--- src/rtl/cpu7_ifu_ibuf_pkg.sv ---
// Shared constants for the IFU instruction buffer: default widths, queue
// depth and the fetch-line geometry, plus a helper for line entry counts.
package cpu7_ifu_ibuf_pkg;

   localparam int CPU7_GRLEN = 32;
   localparam int IBUF_DEPTH = 8;
   localparam int INST_W     = 32;
   localparam int EX_W       = 1;
   localparam int EXCCODE_W  = 6;
   localparam int LINE_INSTS = 4;

   // Entries a fetch line occupies: an exception line collapses to one entry.
   function automatic logic [2:0] line_entries(input logic ex, input logic [1:0] count);
      return ex ? 3'd1 : ({1'b0, count} + 3'd1);
   endfunction

endpackage

--- src/rtl/cpu7_ifu_ibuf_mem.sv ---
// Instruction buffer storage: DEPTH entries, one write port per instruction
// of a fetch line and one read port per decode slot.
module cpu7_ifu_ibuf_mem
   import cpu7_ifu_ibuf_pkg::*;
#(
   parameter int GRLEN   = CPU7_GRLEN,
   parameter int DEPTH   = IBUF_DEPTH,
   parameter int ISSUE_W = 2
) (
   input  logic                                  clock,
   input  logic [LINE_INSTS-1:0]                 wr_en,
   input  logic [LINE_INSTS*$clog2(DEPTH)-1:0]   wr_addr,
   input  logic [LINE_INSTS*INST_W-1:0]          wr_inst,
   input  logic [LINE_INSTS*GRLEN-1:0]           wr_pc,
   input  logic [LINE_INSTS-1:0]                 wr_ex,
   input  logic [LINE_INSTS*EXCCODE_W-1:0]       wr_exccode,
   input  logic [ISSUE_W*$clog2(DEPTH)-1:0]      rd_addr,
   output logic [ISSUE_W*INST_W-1:0]             rd_inst,
   output logic [ISSUE_W*GRLEN-1:0]              rd_pc,
   output logic [ISSUE_W-1:0]                    rd_ex,
   output logic [ISSUE_W*EXCCODE_W-1:0]          rd_exccode
);

   localparam int PTR_W = $clog2(DEPTH);

   logic [INST_W-1:0]    inst_q    [DEPTH];
   logic [GRLEN-1:0]     pc_q      [DEPTH];
   logic                 ex_q      [DEPTH];
   logic [EXCCODE_W-1:0] exccode_q [DEPTH];

   // Write every enabled line slot into its entry.
   // NOTE: the array has no reset; occupancy gates every read, so stale contents are never observed.
   always_ff @(posedge clock) begin
      for (int i = 0; i < LINE_INSTS; i++) begin
         if (wr_en[i]) begin
            inst_q[wr_addr[i*PTR_W +: PTR_W]]    <= wr_inst[i*INST_W +: INST_W];
            pc_q[wr_addr[i*PTR_W +: PTR_W]]      <= wr_pc[i*GRLEN +: GRLEN];
            ex_q[wr_addr[i*PTR_W +: PTR_W]]      <= wr_ex[i];
            exccode_q[wr_addr[i*PTR_W +: PTR_W]] <= wr_exccode[i*EXCCODE_W +: EXCCODE_W];
         end
      end
   end

   // Asynchronous read, one port per decode slot.
   // NOTE: every output gets a default before the loop so no latch is inferred.
   always_comb begin
      rd_inst    = '0;
      rd_pc      = '0;
      rd_ex      = '0;
      rd_exccode = '0;
      for (int k = 0; k < ISSUE_W; k++) begin
         rd_inst[k*INST_W +: INST_W]          = inst_q[rd_addr[k*PTR_W +: PTR_W]];
         rd_pc[k*GRLEN +: GRLEN]              = pc_q[rd_addr[k*PTR_W +: PTR_W]];
         rd_ex[k]                             = ex_q[rd_addr[k*PTR_W +: PTR_W]];
         rd_exccode[k*EXCCODE_W +: EXCCODE_W] = exccode_q[rd_addr[k*PTR_W +: PTR_W]];
      end
   end

endmodule

--- src/rtl/cpu7_ifu_ibuf.sv ---
// IFU instruction buffer: queues fetch lines (up to four instructions each)
// and presents up to ISSUE_W instructions per cycle to decode. An exception
// entry always ends the issue group it appears in.
module cpu7_ifu_ibuf
   import cpu7_ifu_ibuf_pkg::*;
#(
   parameter int GRLEN   = CPU7_GRLEN,
   parameter int DEPTH   = IBUF_DEPTH,
   parameter int ISSUE_W = 2
) (
   input  logic                            clock,
   input  logic                            resetn,
   input  logic                            fdp_ibuf_valid,
   input  logic [GRLEN-1:0]                fdp_ibuf_pc,
   input  logic [1:0]                      fdp_ibuf_count,
   input  logic [127:0]                    fdp_ibuf_rdata,
   input  logic                            fdp_ibuf_ex,
   input  logic [EXCCODE_W-1:0]            fdp_ibuf_exccode,
   output logic                            ibuf_fdp_ready,
   input  logic                            ifu_ibuf_flush,
   input  logic                            exu_ifu_stall_req,
   output logic [ISSUE_W-1:0]              ibuf_dec_valid,
   output logic [32*ISSUE_W-1:0]           ibuf_dec_inst,
   output logic [GRLEN*ISSUE_W-1:0]        ibuf_dec_pc,
   output logic [ISSUE_W-1:0]              ibuf_dec_ex,
   output logic [EXCCODE_W*ISSUE_W-1:0]    ibuf_dec_exccode,
   output logic [$clog2(DEPTH+1)-1:0]      ibuf_occ
);

   localparam int PTR_W = $clog2(DEPTH);
   localparam int OCC_W = $clog2(DEPTH+1);
   localparam logic [OCC_W-1:0] READY_MAX = OCC_W'(DEPTH - LINE_INSTS);

   logic [PTR_W-1:0] head_q, tail_q;
   logic [OCC_W-1:0] occ_q;
   logic             push_fire;
   logic [OCC_W-1:0] push_cnt, pop_cnt;

   logic [LINE_INSTS-1:0]           wr_en;
   logic [LINE_INSTS*PTR_W-1:0]     wr_addr;
   logic [LINE_INSTS*GRLEN-1:0]     wr_pc;
   logic [LINE_INSTS-1:0]           wr_ex;
   logic [LINE_INSTS*EXCCODE_W-1:0] wr_exccode;
   logic [ISSUE_W*PTR_W-1:0]        rd_addr;

   assign ibuf_occ       = occ_q;
   assign ibuf_fdp_ready = (occ_q <= READY_MAX);
   assign push_fire      = fdp_ibuf_valid & ibuf_fdp_ready & ~ifu_ibuf_flush;
   assign push_cnt       = push_fire ? OCC_W'(line_entries(fdp_ibuf_ex, fdp_ibuf_count)) : '0;

   // Spread the line over consecutive entries from the tail; PCs step by 4.
   always_comb begin
      wr_en      = '0;
      wr_addr    = '0;
      wr_pc      = '0;
      wr_ex      = '0;
      wr_exccode = '0;
      for (int i = 0; i < LINE_INSTS; i++) begin
         wr_en[i] = push_fire & (fdp_ibuf_ex ? (i == 0) : (2'(i) <= fdp_ibuf_count));
         wr_addr[i*PTR_W +: PTR_W]            = tail_q + PTR_W'(i);
         wr_pc[i*GRLEN +: GRLEN]              = fdp_ibuf_pc + GRLEN'(4 * i);
         wr_ex[i]                             = fdp_ibuf_ex;
         wr_exccode[i*EXCCODE_W +: EXCCODE_W] = fdp_ibuf_exccode;
      end
   end

   // Slot k reads entry head+k.
   always_comb begin
      rd_addr = '0;
      for (int k = 0; k < ISSUE_W; k++) begin
         rd_addr[k*PTR_W +: PTR_W] = head_q + PTR_W'(k);
      end
   end

   // Slot valid: occupied, no flush, and no exception issued in a lower slot.
   always_comb begin
      logic blocked;
      blocked        = 1'b0;
      ibuf_dec_valid = '0;
      for (int k = 0; k < ISSUE_W; k++) begin
         ibuf_dec_valid[k] = (occ_q > OCC_W'(k)) & ~ifu_ibuf_flush & ~blocked;
         if (ibuf_dec_valid[k] && ibuf_dec_ex[k]) blocked = 1'b1;
      end
   end

   // Entries consumed by decode this cycle; nothing leaves while stalled.
   always_comb begin
      pop_cnt = '0;
      if (!exu_ifu_stall_req) begin
         for (int k = 0; k < ISSUE_W; k++) begin
            if (ibuf_dec_valid[k]) pop_cnt = pop_cnt + OCC_W'(1);
         end
      end
   end

   // Pointer and occupancy update; reset and flush both empty the queue.
   // NOTE: state registers use non-blocking assignments so every update sees pre-edge values.
   always_ff @(posedge clock) begin
      if (!resetn || ifu_ibuf_flush) begin
         head_q <= '0;
         tail_q <= '0;
         occ_q  <= '0;
      end else begin
         head_q <= head_q + PTR_W'(pop_cnt);
         tail_q <= tail_q + PTR_W'(push_cnt);
         occ_q  <= occ_q + push_cnt - pop_cnt;
      end
   end

   cpu7_ifu_ibuf_mem #(
      .GRLEN   (GRLEN),
      .DEPTH   (DEPTH),
      .ISSUE_W (ISSUE_W)
   ) u_mem (
      .clock      (clock),
      .wr_en      (wr_en),
      .wr_addr    (wr_addr),
      .wr_inst    (fdp_ibuf_rdata),
      .wr_pc      (wr_pc),
      .wr_ex      (wr_ex),
      .wr_exccode (wr_exccode),
      .rd_addr    (rd_addr),
      .rd_inst    (ibuf_dec_inst),
      .rd_pc      (ibuf_dec_pc),
      .rd_ex      (ibuf_dec_ex),
      .rd_exccode (ibuf_dec_exccode)
   );

endmodule

--- config.mk ---
export PLATFORM = sky130hd
export DESIGN_NAME = cpu7_ifu_ibuf
export DESIGN_NICKNAME = d
export VERILOG_FILES = /design/src/rtl/cpu7_ifu_ibuf_pkg.sv /design/src/rtl/cpu7_ifu_ibuf_mem.sv /design/src/rtl/cpu7_ifu_ibuf.sv
export SDC_FILE = /design/constraint.sdc
export NUM_CORES = 2
export LEC_CHECK = 0
export BUFFER_PORTS_ARGS = -buffer_cell sky130_fd_sc_hd__buf_2
export CAP_MARGIN = 5
export CORE_MARGIN = 3
export CORE_UTILIZATION = 40
export CTS_BUF_LIST = sky130_fd_sc_hd__clkbuf_2
export CTS_CLUSTER_DIAMETER = 60
export CTS_CLUSTER_SIZE = 40
export DETAILED_ROUTE_END_ITERATION = 10
export SYNTH_ARGS = -nofsm -noshare
export SYNTH_HDL_FRONTEND = slang
export SYNTH_SLANG_ARGS = --single-unit
--- constraint.sdc ---
create_clock -name clock -period 14.1 [get_ports clock]
set_input_delay 1.41 -clock clock [delete_from_list [all_inputs] [get_ports clock]]
set_output_delay 1.41 -clock clock [all_outputs]
set_load 0.05 [all_outputs]
# Word-level counts from Yosys, hierarchy flattened
# Memory sizes are Yosys's and may differ from the RTL's. A register that Yosys moved wholly into a read port is not among the register bits.
# Cells that the tools add are included.
totals:
  memories: 4
  mem_bits_rw: 568
  elab_cells: 64
  register_bits: 10
  in_bits: 174
classes:
  addsub: 13
  n_lt_le_gt_ge: 7
  reduce_logical: 3
  bitwise: 11
  muxes: 23
memory_table:
  columns: ["name", "depth", "width", "read_ports", "rd_clocked_by_memory_dff", "wr", "line_no", "text"]
  rows:
  - ["u_mem.inst_q", 8, 32, 2, 1, 4, "cpu7_ifu_ibuf_mem.sv:26", "logic [INST_W-1:0] inst_q [DEPTH];"]
  - ["u_mem.pc_q", 8, 32, 2, 1, 4, "cpu7_ifu_ibuf_mem.sv:27", "logic [GRLEN-1:0] pc_q [DEPTH];"]
  - ["u_mem.exccode_q", 8, 6, 2, 1, 4, "cpu7_ifu_ibuf_mem.sv:29", "logic [EXCCODE_W-1:0] exccode_q [DEPTH];"]
  - ["u_mem.ex_q", 8, 1, 2, 1, 4, "cpu7_ifu_ibuf_mem.sv:28", "logic ex_q [DEPTH];"]
op_table:
  columns: ["op", "count"]
  rows:
  - ["adder 32 x 4 -> 32 bit (second input constant)", 2]
  - ["adder 32 x 3 -> 32 bit (second input constant)", 1]
  - ["2-to-1 mux 3 bit", 6]
  - ["2-to-1 mux 1 bit", 14]
  - ["2-to-1 mux 4 bit", 3]
  - ["AND 1 bit", 9]
  - ["greater-than comparator 4 x 1 -> 1 bit (second input constant)", 2]
  - ["adder 3 x 1 -> 3 bit (second input constant)", 2]
  - ["adder 3 x 2 -> 3 bit (second input constant)", 2]
  - ["adder 3 bit", 2]
  - ["adder 4 x 1 -> 4 bit (second input constant)", 1]
  - ["adder 4 x 3 -> 4 bit", 1]
  - ["<= comparator 1 x 2 -> 1 bit (first input constant)", 2]
  - ["<= comparator 2 bit (first input constant)", 2]
  - ["<= comparator 4 x 3 -> 1 bit (second input constant)", 1]
  - ["subtractor 4 bit", 1]
  - ["adder 2 x 1 -> 3 bit (second input constant)", 1]
  - ["inverter 1 bit", 2]
  - ["logical AND 1 bit", 1]
  - ["logical NOT 1 bit", 1]
  - ["logical OR 1 bit", 1]

# Logic depth before layout (Yosys ltp)
logic_depth:
  word_depth: 10
  depth_mapped: 15
  depth_no_buf: 12

# Modules after synthesis
# A second synthesis with hierarchy kept.
unflattened:
  cells_unflattened: 4341
  hier_area_um2: 46188.0
modules_own_cells:
  columns: ["mod", "cells_each", "seq_area_each_um2", "area_each_um2", "instances"]
  rows:
  - ["cpu7_ifu_ibuf_mem", 4010, 17056.4, 43653.1, 1]
  - ["cpu7_ifu_ibuf", 331, 200.2, 2534.9, 1]

# Worst setup path before layout
# Ideal clock, no wire load.
synth_timing:
  path_kind: "input -> register"
  from: "input port ifu_ibuf_flush"
  to: "memory u_mem.ex_q[3] (enable)"
  arrival_time_ns: 10.727
  cell_stages: 7
  setup_slack_ns: 2.629
  path_buffers: 3
  setup_time_ns: 0.744
  required_time_ns: 13.356
  path_cell_list: "or3b_1 > buf_2 > buf_6 > nor2_1 > clkbuf_1 > nand2_1 > o311ai_0"
synth_rtl:
  columns: ["item", "line_no", "text"]
  rows:
  - ["start: declaration", "cpu7_ifu_ibuf.sv:20", "input logic ifu_ibuf_flush,"]
  - ["end: declaration", "cpu7_ifu_ibuf_mem.sv:28", null]

# Worst setup path in the final report
layout_timing:
  from: "register head_q[1]"
  to: "output port ibuf_dec_pc[36]"
layout_between:
  elab_chain_len: 2
layout_rtl:
  columns: ["item", "line_no", "text"]
  rows:
  - ["start: declaration", "cpu7_ifu_ibuf.sv:34", "logic [PTR_W-1:0] head_q, tail_q;"]
  - ["start signal: assignment", "cpu7_ifu_ibuf.sv:104", "head_q <= head_q + PTR_W'(pop_cnt);"]
  - ["adder 3 x 1 -> 3 bit", "cpu7_ifu_ibuf.sv:71", "rd_addr[k*PTR_W +: PTR_W] = head_q + PTR_W'(k);"]
  - ["memory read (8 x 32 bit)", null, null]
  - ["end: declaration", "cpu7_ifu_ibuf.sv:24", "output logic [GRLEN*ISSUE_W-1:0] ibuf_dec_pc,"]
# No other way between the ends.

==> results.cfg <==
[run]
maxCapViolations = 0

[global_routing]
grt_overflow = 0
grt_max_degree = 145
grt_pass1_wl_um = 244000
antenna_found_initial = 30
grt_use_total_pct = 30.5
grt_pass1_vias = 34522

[drt]
dr.max_layer_used = met5
routed-wl-met2_um = 77300
antenna_left = 0
initialDrtViolationCount = 5715
vias = 37335
wl_met3_um = 21400
via_per_inst = 6.48
drc = 0
wl_met1_um = 64200
wl_um = 172000
avgRoutedWirePerCell_um = 29.8
dr.pass1.iters = 9

[logic_synthesis]
ys_seq_area_share_pct = 40.8
netlist_top_cells_area = edfxtp_1, mux4_2, nand2_1, o21ai_0, mux2_2
synthFlopType = edfxtp_1
syn-mean-instance-area_um2 = 9.79
synthArstFlopShare_pct = 0
ys_warn_count = 0
synth.distinct_cells = 74
synth_seq_cells = 578
synth-edff-count = 568
synth_top_area_share_pct = 40.4
synth_nets = 4511
netlist_instances = 4315
synth_top_cell_by_area = edfxtp_1
syn_area_um2 = 42300

[cells_and_area]
seq_area_um2 = 17300
final_cell_mix = nand2_1, edfxtp_1, o21ai_0
layout_commonest_cell = nand2_1
fin_util_pct = 43.7
syn2layout_area_growth_pct = 7.72
final_cells = 5766
nFillCells = 9972
multi_input_area_um2 = 23100
final_net_count = 4503
finalInstanceArea_um2 = 45500
drive_gt1_share_pct = 23.3

[floorplanning]
fp.dieArea_um2 = 110000
core_um2 = 104000
rows = 118
start_util_pct = 40.5
io_pins = 323
die_w_um = 331
die_y_um = 331

[clock_network]
cts_tree = done
post_cts_resized = 0
clock-root-buffer = clkbuf_2
cts_max_path_buffers = 3
cts_hold_buf = 0
numCtsBuffers = 57
postCtsSetupRepairBufs = 0
clock_sinks = 578
clk-insertion-delay-late_ns = 1.48
cts.clk_slew.worst_paths_ns = 0.31
htree_levels = 2

[place]
placed_cells = 5627
dp_hpwl_um = 104000
place_ws_ns = 8.71
placed_cell_area_um2 = 44500
numPortBuffers = 322
gp_congestion = 0.977

[setup_path]
reg2reg_slack_ns = 8.98
crit_slowest_cell = buf_4
r2r_end = u_mem.exccode_q[6][2]$_DFFE_PP_
worstPathArrival_ns = 5.22
cp_data_required_time_ns = 12.69
worstPathMaxFanout = 51
cp-end-kind = primary output
reg2reg_depth = 9
path_class = reg -> out
start_kind = register
cp_cell_sequence = ha_4 -> xor2_4 -> buf_4 -> mux2_2 -> buf_2
cp_slowest_stage_delay_ns = 1.02
r2r-start = tail_q[0]$_SDFF_PP0_

[sta]
rsz0062_at_grt = false
period_minus_slack_ns = 6.63
hold_viol = 0
postLayoutSetupSlackWorst_ns = 7.47
slew_headroom_pct = 8.86
tightestPinTransition_ns = 1.36
final_max_slew_viol_count = 0
finalSetupViolations = 0
whs_ns = 0.233
fin_worst_skew_ns = 0.190
fin_tns_setup_ns = 0
max_freq_ghz = 0.151
period_share_pct = 47.0

[worst_hold_path]
min_path_type = in -> reg
min_from = fdp_ibuf_exccode[4]
min_path_cells = 1
min_to = u_mem.exccode_q[5][4]$_DFFE_PP_

[status]
status = completed

[power_and_ir_drop]
vdd_ir_drop_max_mv = 0.0592
totalPowerFinal_mw = 3.99
swShare_pct = 35.6
pwr-share-clk_pct = 25.4
combPwrFrac_pct = 24.9
p_leak_nw = 14.5
power_density_nw_per_um2 = 87.7
seqPwrFrac_pct = 49.7
p_int_mw = 2.57
power.switching_mw = 1.42
cells in the mapped netlist, drive strengths merged (35+ instances only):
cell type,number
a21oi,230
a221oi,52
buf,223
clkbuf,265
edfxtp,568
mux2,142
mux4,284
nand2,915
nand3,151
nand4,35
nor2,245
nor3,45
o21ai,580
o22ai,58
xnor2,127
xor2,117
critical path: cells and delay by family (launching register included):
family	cells	cell delay [ns]
adder cells (fa/ha/maj)	1	0.25
buffers and inverters	2	1.27
XOR/XNOR	1	0.89
multiplexers	1	0.50
flip-flops	1	0.80
kinds of logic after synthesis:
kind of cell	synth area share [%]
flops	40.8
mux	19.7
simple gates	15.2
fa+ha+maj	0.723
compound gates	13.3
xor+xnor	5.06
buf+inv	5.16
registers in the layout, indices dropped and copies added (netlist names):
signal           cells
tail_q               3
u_mem.ex_q           8
u_mem.exccode_q     48
u_mem.pc_q         256
ibuf_occ             4
head_q               3
u_mem.inst_q       256
power groups by stage:
stage / Clock [mW] / Sequential [mW] / Combinational [mW]
after floorplan: 0 / 2.03 / 0.716
after global placement: 0 / 2.02 / 0.978
after detailed placement: 0 / 2.02 / 0.986
after CTS: 1.02 / 1.98 / 0.989
after global routing: 1.08 / 1.99 / 1.05
final: 1.01 / 1.98 / 0.994
layout make-up:
type	count	area share (%)
Antenna cell	30	0.165
Clock buffer	62	0.682
Clock inverter	46	1.30
Inverter	19	0.157
Multi-Input combinational cell	3230	50.7
Sequential cell	578	37.9
Tap cell	1380	3.79
Timing Repair Buffer	421	5.23
worst max path at each step:
stage                     slack [ns]                  from                         endpoint  depth (start not counted)
after global routing            7.27  head_q[0]$_SDFF_PP0_                   ibuf_dec_pc[5]                          5
final                           7.47  head_q[1]$_SDFF_PP0_                  ibuf_dec_pc[36]                          5
after floorplan                 2.63        ifu_ibuf_flush          u_mem.ex_q[3]$_DFFE_PP_                          7
after CTS                       7.34  head_q[1]$_SDFF_PP0_                  ibuf_dec_pc[36]                          5
after detailed placement        8.71        ifu_ibuf_flush  u_mem.exccode_q[1][4]$_DFFE_PP_                          9
after global placement          8.37     fdp_ibuf_count[0]    u_mem.inst_q[2][25]$_DFFE_PP_                          9
routing by layer:
layer / up-vias / track usage, %
met2: 2762 / 46.7
li1: 15876 / -
met4: 12 / 14.4
met5: - / 0
met3: 583 / 7.46
met1: 18102 / 40.8
Power figures use the tool's default switching activity.
